===== config.mk =====
export PLATFORM = sky130hd
export DESIGN_NAME = multicycle_controller
export DESIGN_NICKNAME = d
export VERILOG_FILES = /design/src/rtl/riscv_mc_pkg.sv /design/src/rtl/alu_decoder.sv /design/src/rtl/multicycle_controller.sv
export SDC_FILE = /design/constraint.sdc
export NUM_CORES = 1
export LEC_CHECK = 0
export BUFFER_PORTS_ARGS = -buffer_cell sky130_fd_sc_hd__buf_4
export CORE_MARGIN = 1.5
export CORE_UTILIZATION = 38
export CTS_BUF_LIST = sky130_fd_sc_hd__clkbuf_4
export CTS_CLUSTER_DIAMETER = 40
export DETAILED_ROUTE_END_ITERATION = 8
export GPL_ROUTABILITY_DRIVEN = 1
export REMOVE_ABC_BUFFERS = 1
export SYNTH_ARGS = -nofsm -noshare
export SYNTH_HDL_FRONTEND = slang
export SYNTH_SLANG_ARGS = --single-unit

===== constraint.sdc =====
create_clock -name clk -period 2.4 [get_ports clk]
set_input_delay 0.48 -clock clk [delete_from_list [all_inputs] [get_ports clk]]
set_output_delay 0.48 -clock clk [all_outputs]
set_load 0.02 [all_outputs]

===== src/rtl/riscv_mc_pkg.sv =====
// Shared types and encodings for the multi-cycle RV32I control path:
// FSM states, opcodes, ALU operations and datapath mux selects.
package riscv_mc_pkg;

    typedef enum logic [3:0] {
        ST_FETCH    = 4'd0,
        ST_DECODE   = 4'd1,
        ST_MEMADR   = 4'd2,
        ST_MEMREAD  = 4'd3,
        ST_MEMWB    = 4'd4,
        ST_MEMWRITE = 4'd5,
        ST_EXEC_R   = 4'd6,
        ST_EXEC_I   = 4'd7,
        ST_ALUWB    = 4'd8,
        ST_BRANCH   = 4'd9,
        ST_JAL      = 4'd10,
        ST_HALT     = 4'd11
    } state_t;

    localparam logic [6:0] OP_LOAD   = 7'b0000011;
    localparam logic [6:0] OP_STORE  = 7'b0100011;
    localparam logic [6:0] OP_R      = 7'b0110011;
    localparam logic [6:0] OP_I      = 7'b0010011;
    localparam logic [6:0] OP_BRANCH = 7'b1100011;
    localparam logic [6:0] OP_JAL    = 7'b1101111;

    localparam logic [3:0] ALU_ADD = 4'b0000;
    localparam logic [3:0] ALU_SUB = 4'b0001;
    localparam logic [3:0] ALU_AND = 4'b0010;
    localparam logic [3:0] ALU_OR  = 4'b0011;
    localparam logic [3:0] ALU_SLT = 4'b0101;

    localparam logic [2:0] IMM_I = 3'b000;
    localparam logic [2:0] IMM_S = 3'b001;
    localparam logic [2:0] IMM_B = 3'b010;
    localparam logic [2:0] IMM_J = 3'b011;

    localparam logic [1:0] SRCA_PC    = 2'b00;
    localparam logic [1:0] SRCA_OLDPC = 2'b01;
    localparam logic [1:0] SRCA_RS1   = 2'b10;

    localparam logic [1:0] SRCB_RS2  = 2'b00;
    localparam logic [1:0] SRCB_IMM  = 2'b01;
    localparam logic [1:0] SRCB_FOUR = 2'b10;

    localparam logic [1:0] RES_ALUOUT    = 2'b00;
    localparam logic [1:0] RES_DATA      = 2'b01;
    localparam logic [1:0] RES_ALURESULT = 2'b10;

    // Only beq and bne are implemented.
    function automatic logic branch_funct_ok(input logic [2:0] f3);
        return (f3 == 3'b000) || (f3 == 3'b001);
    endfunction

endpackage


===== src/rtl/alu_decoder.sv =====
// ALU operation decode. The FSM can force ADD (address/PC arithmetic)
// or SUB (branch compare); otherwise funct3/funct7b5 select the op.
// bad_funct_o depends on funct3 alone so DECODE can reject an
// unsupported R/I instruction while the ALU is still forced to ADD.
module alu_decoder
    import riscv_mc_pkg::*;
(
    input  logic [2:0] funct3_i,
    input  logic       funct7b5_i,
    input  logic       is_rtype_i,
    input  logic       force_add_i,
    input  logic       force_sub_i,
    output logic [3:0] alu_control_o,
    output logic       bad_funct_o
);

    // funct decode with the FSM overrides applied last
    always_comb begin
        alu_control_o = ALU_ADD;
        bad_funct_o   = 1'b0;
        case (funct3_i)
            3'b000:  alu_control_o = (is_rtype_i && funct7b5_i) ? ALU_SUB : ALU_ADD;
            3'b111:  alu_control_o = ALU_AND;
            3'b110:  alu_control_o = ALU_OR;
            3'b010:  alu_control_o = ALU_SLT;
            default: bad_funct_o   = 1'b1;
        endcase
        if (force_sub_i) begin
            alu_control_o = ALU_SUB;
        end else if (force_add_i) begin
            alu_control_o = ALU_ADD;
        end
    end

endmodule


===== src/rtl/multicycle_controller.sv =====
// Control FSM for the multi-cycle RV32I datapath. Sequences fetch,
// decode, execute, memory and writeback over one shared memory port and
// one ALU, holds memory steps until mem_ready, counts retired
// instructions and parks in HALT on anything unsupported.
// Memory handshake: mem_req is the valid; an access completes on the
// cycle mem_req=1 and mem_ready=1; mem_ready with mem_req=0 is ignored.
module multicycle_controller
    import riscv_mc_pkg::*;
#(
    parameter int CNT_W = 32
) (
    input  logic             clk,
    input  logic             rst_n,
    input  logic [6:0]       opcode,
    input  logic [2:0]       funct3,
    input  logic             funct7b5,
    input  logic             zero,
    input  logic             mem_ready,
    output logic             mem_req,
    output logic             mem_write,
    output logic             adr_src,
    output logic             ir_write,
    output logic             pc_write,
    output logic             reg_write,
    output logic [1:0]       alu_src_a,
    output logic [1:0]       alu_src_b,
    output logic [3:0]       alu_control,
    output logic [1:0]       result_src,
    output logic [2:0]       imm_src,
    output logic             illegal,
    output logic [CNT_W-1:0] instr_retired,
    output logic [3:0]       dbg_state
);

    state_t           state_q, state_d;
    logic             illegal_q;
    logic [CNT_W-1:0] retired_q;
    logic             retire;
    logic [3:0]       dec_alu_control;
    logic             dec_bad_funct;

    alu_decoder u_alu_decoder (
        .funct3_i      (funct3),
        .funct7b5_i    (funct7b5),
        .is_rtype_i    (state_q == ST_EXEC_R),
        .force_add_i   (!((state_q == ST_EXEC_R) || (state_q == ST_EXEC_I))),
        .force_sub_i   (state_q == ST_BRANCH),
        .alu_control_o (dec_alu_control),
        .bad_funct_o   (dec_bad_funct)
    );

    // Instructions retire on the last cycle of their sequence
    assign retire = (state_q == ST_MEMWB)
                 || ((state_q == ST_MEMWRITE) && mem_ready)
                 || (state_q == ST_ALUWB)
                 || (state_q == ST_BRANCH);

    // State, sticky illegal flag and retire counter
    always_ff @(posedge clk) begin
        if (!rst_n) begin
            state_q   <= ST_FETCH;
            illegal_q <= 1'b0;
            retired_q <= '0;
        end else begin
            state_q <= state_d;
            if (state_d == ST_HALT) begin
                illegal_q <= 1'b1;
            end
            if (retire) begin
                retired_q <= retired_q + CNT_W'(1);
            end
        end
    end

    // Next-state: opcode and funct3 legality are resolved in DECODE
    always_comb begin
        state_d = state_q;
        case (state_q)
            ST_FETCH:    if (mem_ready) state_d = ST_DECODE;
            ST_DECODE: begin
                case (opcode)
                    OP_LOAD, OP_STORE: state_d = ST_MEMADR;
                    OP_R:              state_d = dec_bad_funct ? ST_HALT : ST_EXEC_R;
                    OP_I:              state_d = dec_bad_funct ? ST_HALT : ST_EXEC_I;
                    OP_BRANCH:         state_d = branch_funct_ok(funct3) ? ST_BRANCH : ST_HALT;
                    OP_JAL:            state_d = ST_JAL;
                    default:           state_d = ST_HALT;
                endcase
            end
            ST_MEMADR:   state_d = (opcode == OP_STORE) ? ST_MEMWRITE : ST_MEMREAD;
            ST_MEMREAD:  if (mem_ready) state_d = ST_MEMWB;
            ST_MEMWB:    state_d = ST_FETCH;
            ST_MEMWRITE: if (mem_ready) state_d = ST_FETCH;
            ST_EXEC_R:   state_d = ST_ALUWB;
            ST_EXEC_I:   state_d = ST_ALUWB;
            ST_ALUWB:    state_d = ST_FETCH;
            ST_BRANCH:   state_d = ST_FETCH;
            ST_JAL:      state_d = ST_ALUWB;
            ST_HALT:     state_d = ST_HALT;
            default:     state_d = ST_FETCH;
        endcase
    end

    // Datapath controls per state; everything is held at 0 during reset
    always_comb begin
        mem_req    = 1'b0;
        mem_write  = 1'b0;
        adr_src    = 1'b0;
        ir_write   = 1'b0;
        pc_write   = 1'b0;
        reg_write  = 1'b0;
        alu_src_a  = SRCA_PC;
        alu_src_b  = SRCB_RS2;
        result_src = RES_ALUOUT;
        imm_src    = IMM_I;
        if (rst_n) begin
            case (state_q)
                ST_FETCH: begin
                    mem_req    = 1'b1;
                    ir_write   = mem_ready;
                    pc_write   = mem_ready;
                    alu_src_a  = SRCA_PC;
                    alu_src_b  = SRCB_FOUR;
                    result_src = RES_ALURESULT;
                end
                ST_DECODE: begin
                    alu_src_a = SRCA_OLDPC;
                    alu_src_b = SRCB_IMM;
                    case (opcode)
                        OP_STORE:  imm_src = IMM_S;
                        OP_BRANCH: imm_src = IMM_B;
                        OP_JAL:    imm_src = IMM_J;
                        default:   imm_src = IMM_I;
                    endcase
                end
                ST_MEMADR: begin
                    alu_src_a = SRCA_RS1;
                    alu_src_b = SRCB_IMM;
                    imm_src   = (opcode == OP_STORE) ? IMM_S : IMM_I;
                end
                ST_MEMREAD: begin
                    mem_req = 1'b1;
                    adr_src = 1'b1;
                end
                ST_MEMWB: begin
                    result_src = RES_DATA;
                    reg_write  = 1'b1;
                end
                ST_MEMWRITE: begin
                    mem_req   = 1'b1;
                    mem_write = 1'b1;
                    adr_src   = 1'b1;
                end
                ST_EXEC_R: begin
                    alu_src_a = SRCA_RS1;
                    alu_src_b = SRCB_RS2;
                end
                ST_EXEC_I: begin
                    alu_src_a = SRCA_RS1;
                    alu_src_b = SRCB_IMM;
                    imm_src   = IMM_I;
                end
                ST_ALUWB: begin
                    result_src = RES_ALUOUT;
                    reg_write  = 1'b1;
                end
                ST_BRANCH: begin
                    alu_src_a  = SRCA_RS1;
                    alu_src_b  = SRCB_RS2;
                    result_src = RES_ALUOUT;
                    pc_write   = (funct3 == 3'b000) ? zero :
                                 (funct3 == 3'b001) ? !zero : 1'b0;
                end
                ST_JAL: begin
                    // ALUOut already holds the target; ALU forms OldPC+4 for rd
                    alu_src_a  = SRCA_OLDPC;
                    alu_src_b  = SRCB_FOUR;
                    result_src = RES_ALUOUT;
                    pc_write   = 1'b1;
                end
                default: ;
            endcase
        end
    end

    assign alu_control   = rst_n ? dec_alu_control : ALU_ADD;
    assign illegal       = illegal_q;
    assign instr_retired = retired_q;
    assign dbg_state     = state_q;

endmodule


==> metrics.txt <==
status complete, no violations; Data arrival, critical path 1.78 ns; fraction of layout cells with a size suffix above 1 29.0%; largest net degree at the start of global routing 34; Skew-Pair Late Insertion Delay 0.36 ns; Switch Pwr 0.000702 W; ys async rst share 0%; routed via count 2401; ANT cells 0; crit-path most repeated cell buf_4; GRT Total Usage 19.8%; wire per inst 14.0 microns; post-route ant nets 0; Ports 71; Fin. Hold Viols 0; clock sink total 37; DR pass1 iterations 4; first-pass GRT wire length 10.2 mm; drc violations 0; dpl cells 429; CTS clock-pin slew for the worst setup and hold paths 0.14 ns; fin crit share 94.1%; startpoint types flop; min Tclk post-route 2.26 ns; CP max FO 7; share of power burned in registers 34.7%; P_leak 1.13 nW; detailed-placement wirelength estimate 4.39 mm; clock root buffer clkbuf_4; critical path type flop to output port; max-slew violations 0; unrepaired setup endpoints after global routing false; syn_area_per_cell 7.66 sq um; power share of the clock group 28.2%; 1st-iter DRT viols 95; power per standard cell area 660 nW/um^2; f_max 0.443 GHz; Cells after Synth 297; Max stage delay on crit path 0.40 ns; Setup Skew 0.0110 ns; Starting Density 40.3%; slowest cell on the critical path dfxtp_4; CP top delay family simple AND/OR/NAND/NOR gates; Post-synth EDFFs 0; Core Rows 27; Layout Nets 380; Final GP Congestion 0.866; CTS tree built; die width 80.4 microns; H-tree levels 2; hold crit path type primary input to flop; die area 6460 sq um; IO buf count 68; Sw Share 35.0%; VDD IR max 0.393 mV; Hold Worst Slack 0.426 ns; Via density 5.49; clk buf depth 2; WL final 6.11 mm; crit-path cells buf_4 -> or3_1 -> nor3_2 -> and2_1 -> buf_4; warnings from Yosys 0; synthesis-to-finish area growth 33.6%; Main synth FF type dfxtp_1; internal power 0.00130 W; cts hold-fix bufs 0; total grt overflow 0; sequential area share after synthesis 32.6%; Netlist cell types 49; CP endpoint kind output port; Netlist Area Pre-Place 2270 sq um; initial antenna violation count 0; Comb power frac 37.1%; CP Buf/Inv Count 2; final setup violating endpoints 0; maxcap violations 0; Synth Register Bits 37; Req. time, crit path 1.92 ns; CTS buffer count 5; vias in the first global route 2217; layout filler cell count 546; area of the core 5640 sq um; Final Non-Filler Cells 437; die height 80.4 microns
[state kept, by name (all words and copies together), names as in the netlist]
register and cells:
dbg_state 4, illegal 1, instr_retired 32
[worst paths after layout]
kind	startpoint	end	slack, ns	cells after the start
worst max-delay path	dbg_state[0]	ir_write	0.14	5
worst min-delay path	opcode[4]	dbg_state[2]	0.43	3
worst max register to register	instr_retired[4]	instr_retired[30]	0.19	6
worst min register to register	instr_retired[31]	instr_retired[31]	0.49	2
[Yosys cell counts, types with 4 or more instances]
cell type,count,share of area (%)
inv_1,9,1.5
xnor2_1,11,4.2
o31ai_1,14,4.6
nor3_1,7,1.5
nand2_1,22,3.6
or3_1,9,2.5
o21ai_0,8,1.8
nand4_1,7,1.9
nand2b_1,10,2.8
nor4_1,5,1.4
nor3b_1,5,1.7
clkbuf_1,16,2.6
nor2_1,28,4.6
nor2b_1,8,2.2
dfxtp_1,37,33
or4_1,15,5.0
a21oi_1,26,5.7
nand3_1,8,1.8
nand3b_1,4,1.3
[cells in the final DEF (no fill, tap or decap), types with 7 or more instances in the layout]
cell / count
buf_4: 80
dfxtp_1: 33
nor2_1: 28
a21oi_1: 26
nand2_1: 22
or4_1: 15
o31ai_1: 14
xnor2_1: 11
inv_1: 9
or3_1: 9
nand2b_1: 9
nand3_1: 8
o21ai_0: 8
nor2b_1: 7
nand4_1: 7
[timing repair]
item                       CTS  global route
setup buffers                0             0
setup endpoints to repair    2             5
resized for setup            4            12
pin swaps                    0             1
[worst min-delay path: cells and delay by family]
kind | cells | cell delay (ns)
buffers and inverters | 1 | 0.13
and+or+nand+nor | 1 | 0.07
AOI/OAI and AO/OA | 1 | 0.07
[cell families after synthesis]
kind of cell / share of synthesized area, %
AO/OA/AOI/OAI: 18.4
XOR/XNOR: 5.39
adder cells (fa/ha/maj): 0.550
buffers and inverters: 6.16
flip-flops: 32.6
multiplexers: 0.880
other: 0.165
AND/OR/NAND/NOR: 35.9
[cell type report]
class	count	area [sq um]	share of cell area (%)
clock inverters	3	68.8	2.27
flip-flops and latches	37	748	24.6
inverters	10	37.5	1.24
clock buffers	5	37.5	1.24
repair buffers	81	612	20.1
multi-input cells	229	1440	47.5
well taps	72	90.1	2.97
[metrics by stage]
step	cell area, sq um	TNS [ns]	utilization (%)	power [W]	worst slack, ns
finish	3040	0	53.8	0.00201	0.140
global route	3040	0	53.8	0.00212	0.0300
CTS	2990	0	53.0	0.00197	0.000715
detailed placement	2870	0	50.9	0.00139	0.221
global placement	2870	0	50.9	0.00139	0.267
floorplan	2180	-1.41	-	0.00111	-0.394
[power groups by stage]
stage                     logic [W]  clock network, W  registers, W
after global routing       0.000810          0.000606      0.000704
after floorplan            0.000348                 0      0.000761
after global placement     0.000693                 0      0.000695
final                      0.000743          0.000567      0.000696
after CTS                  0.000702          0.000582      0.000684
after detailed placement   0.000692                 0      0.000694
[per-layer routing]
layer	vias up	part of all wire (%)	wire, microns	GRT usage, %
li1	1213	-	-	-
met4	0	0.79	48	5.34
met1	1108	49	3020	27.5
met3	6	5.5	335	3.64
met5	-	0	0	0
met2	74	44	2710	31.3
No activity file was read; power rests on OpenSTA's default activity.
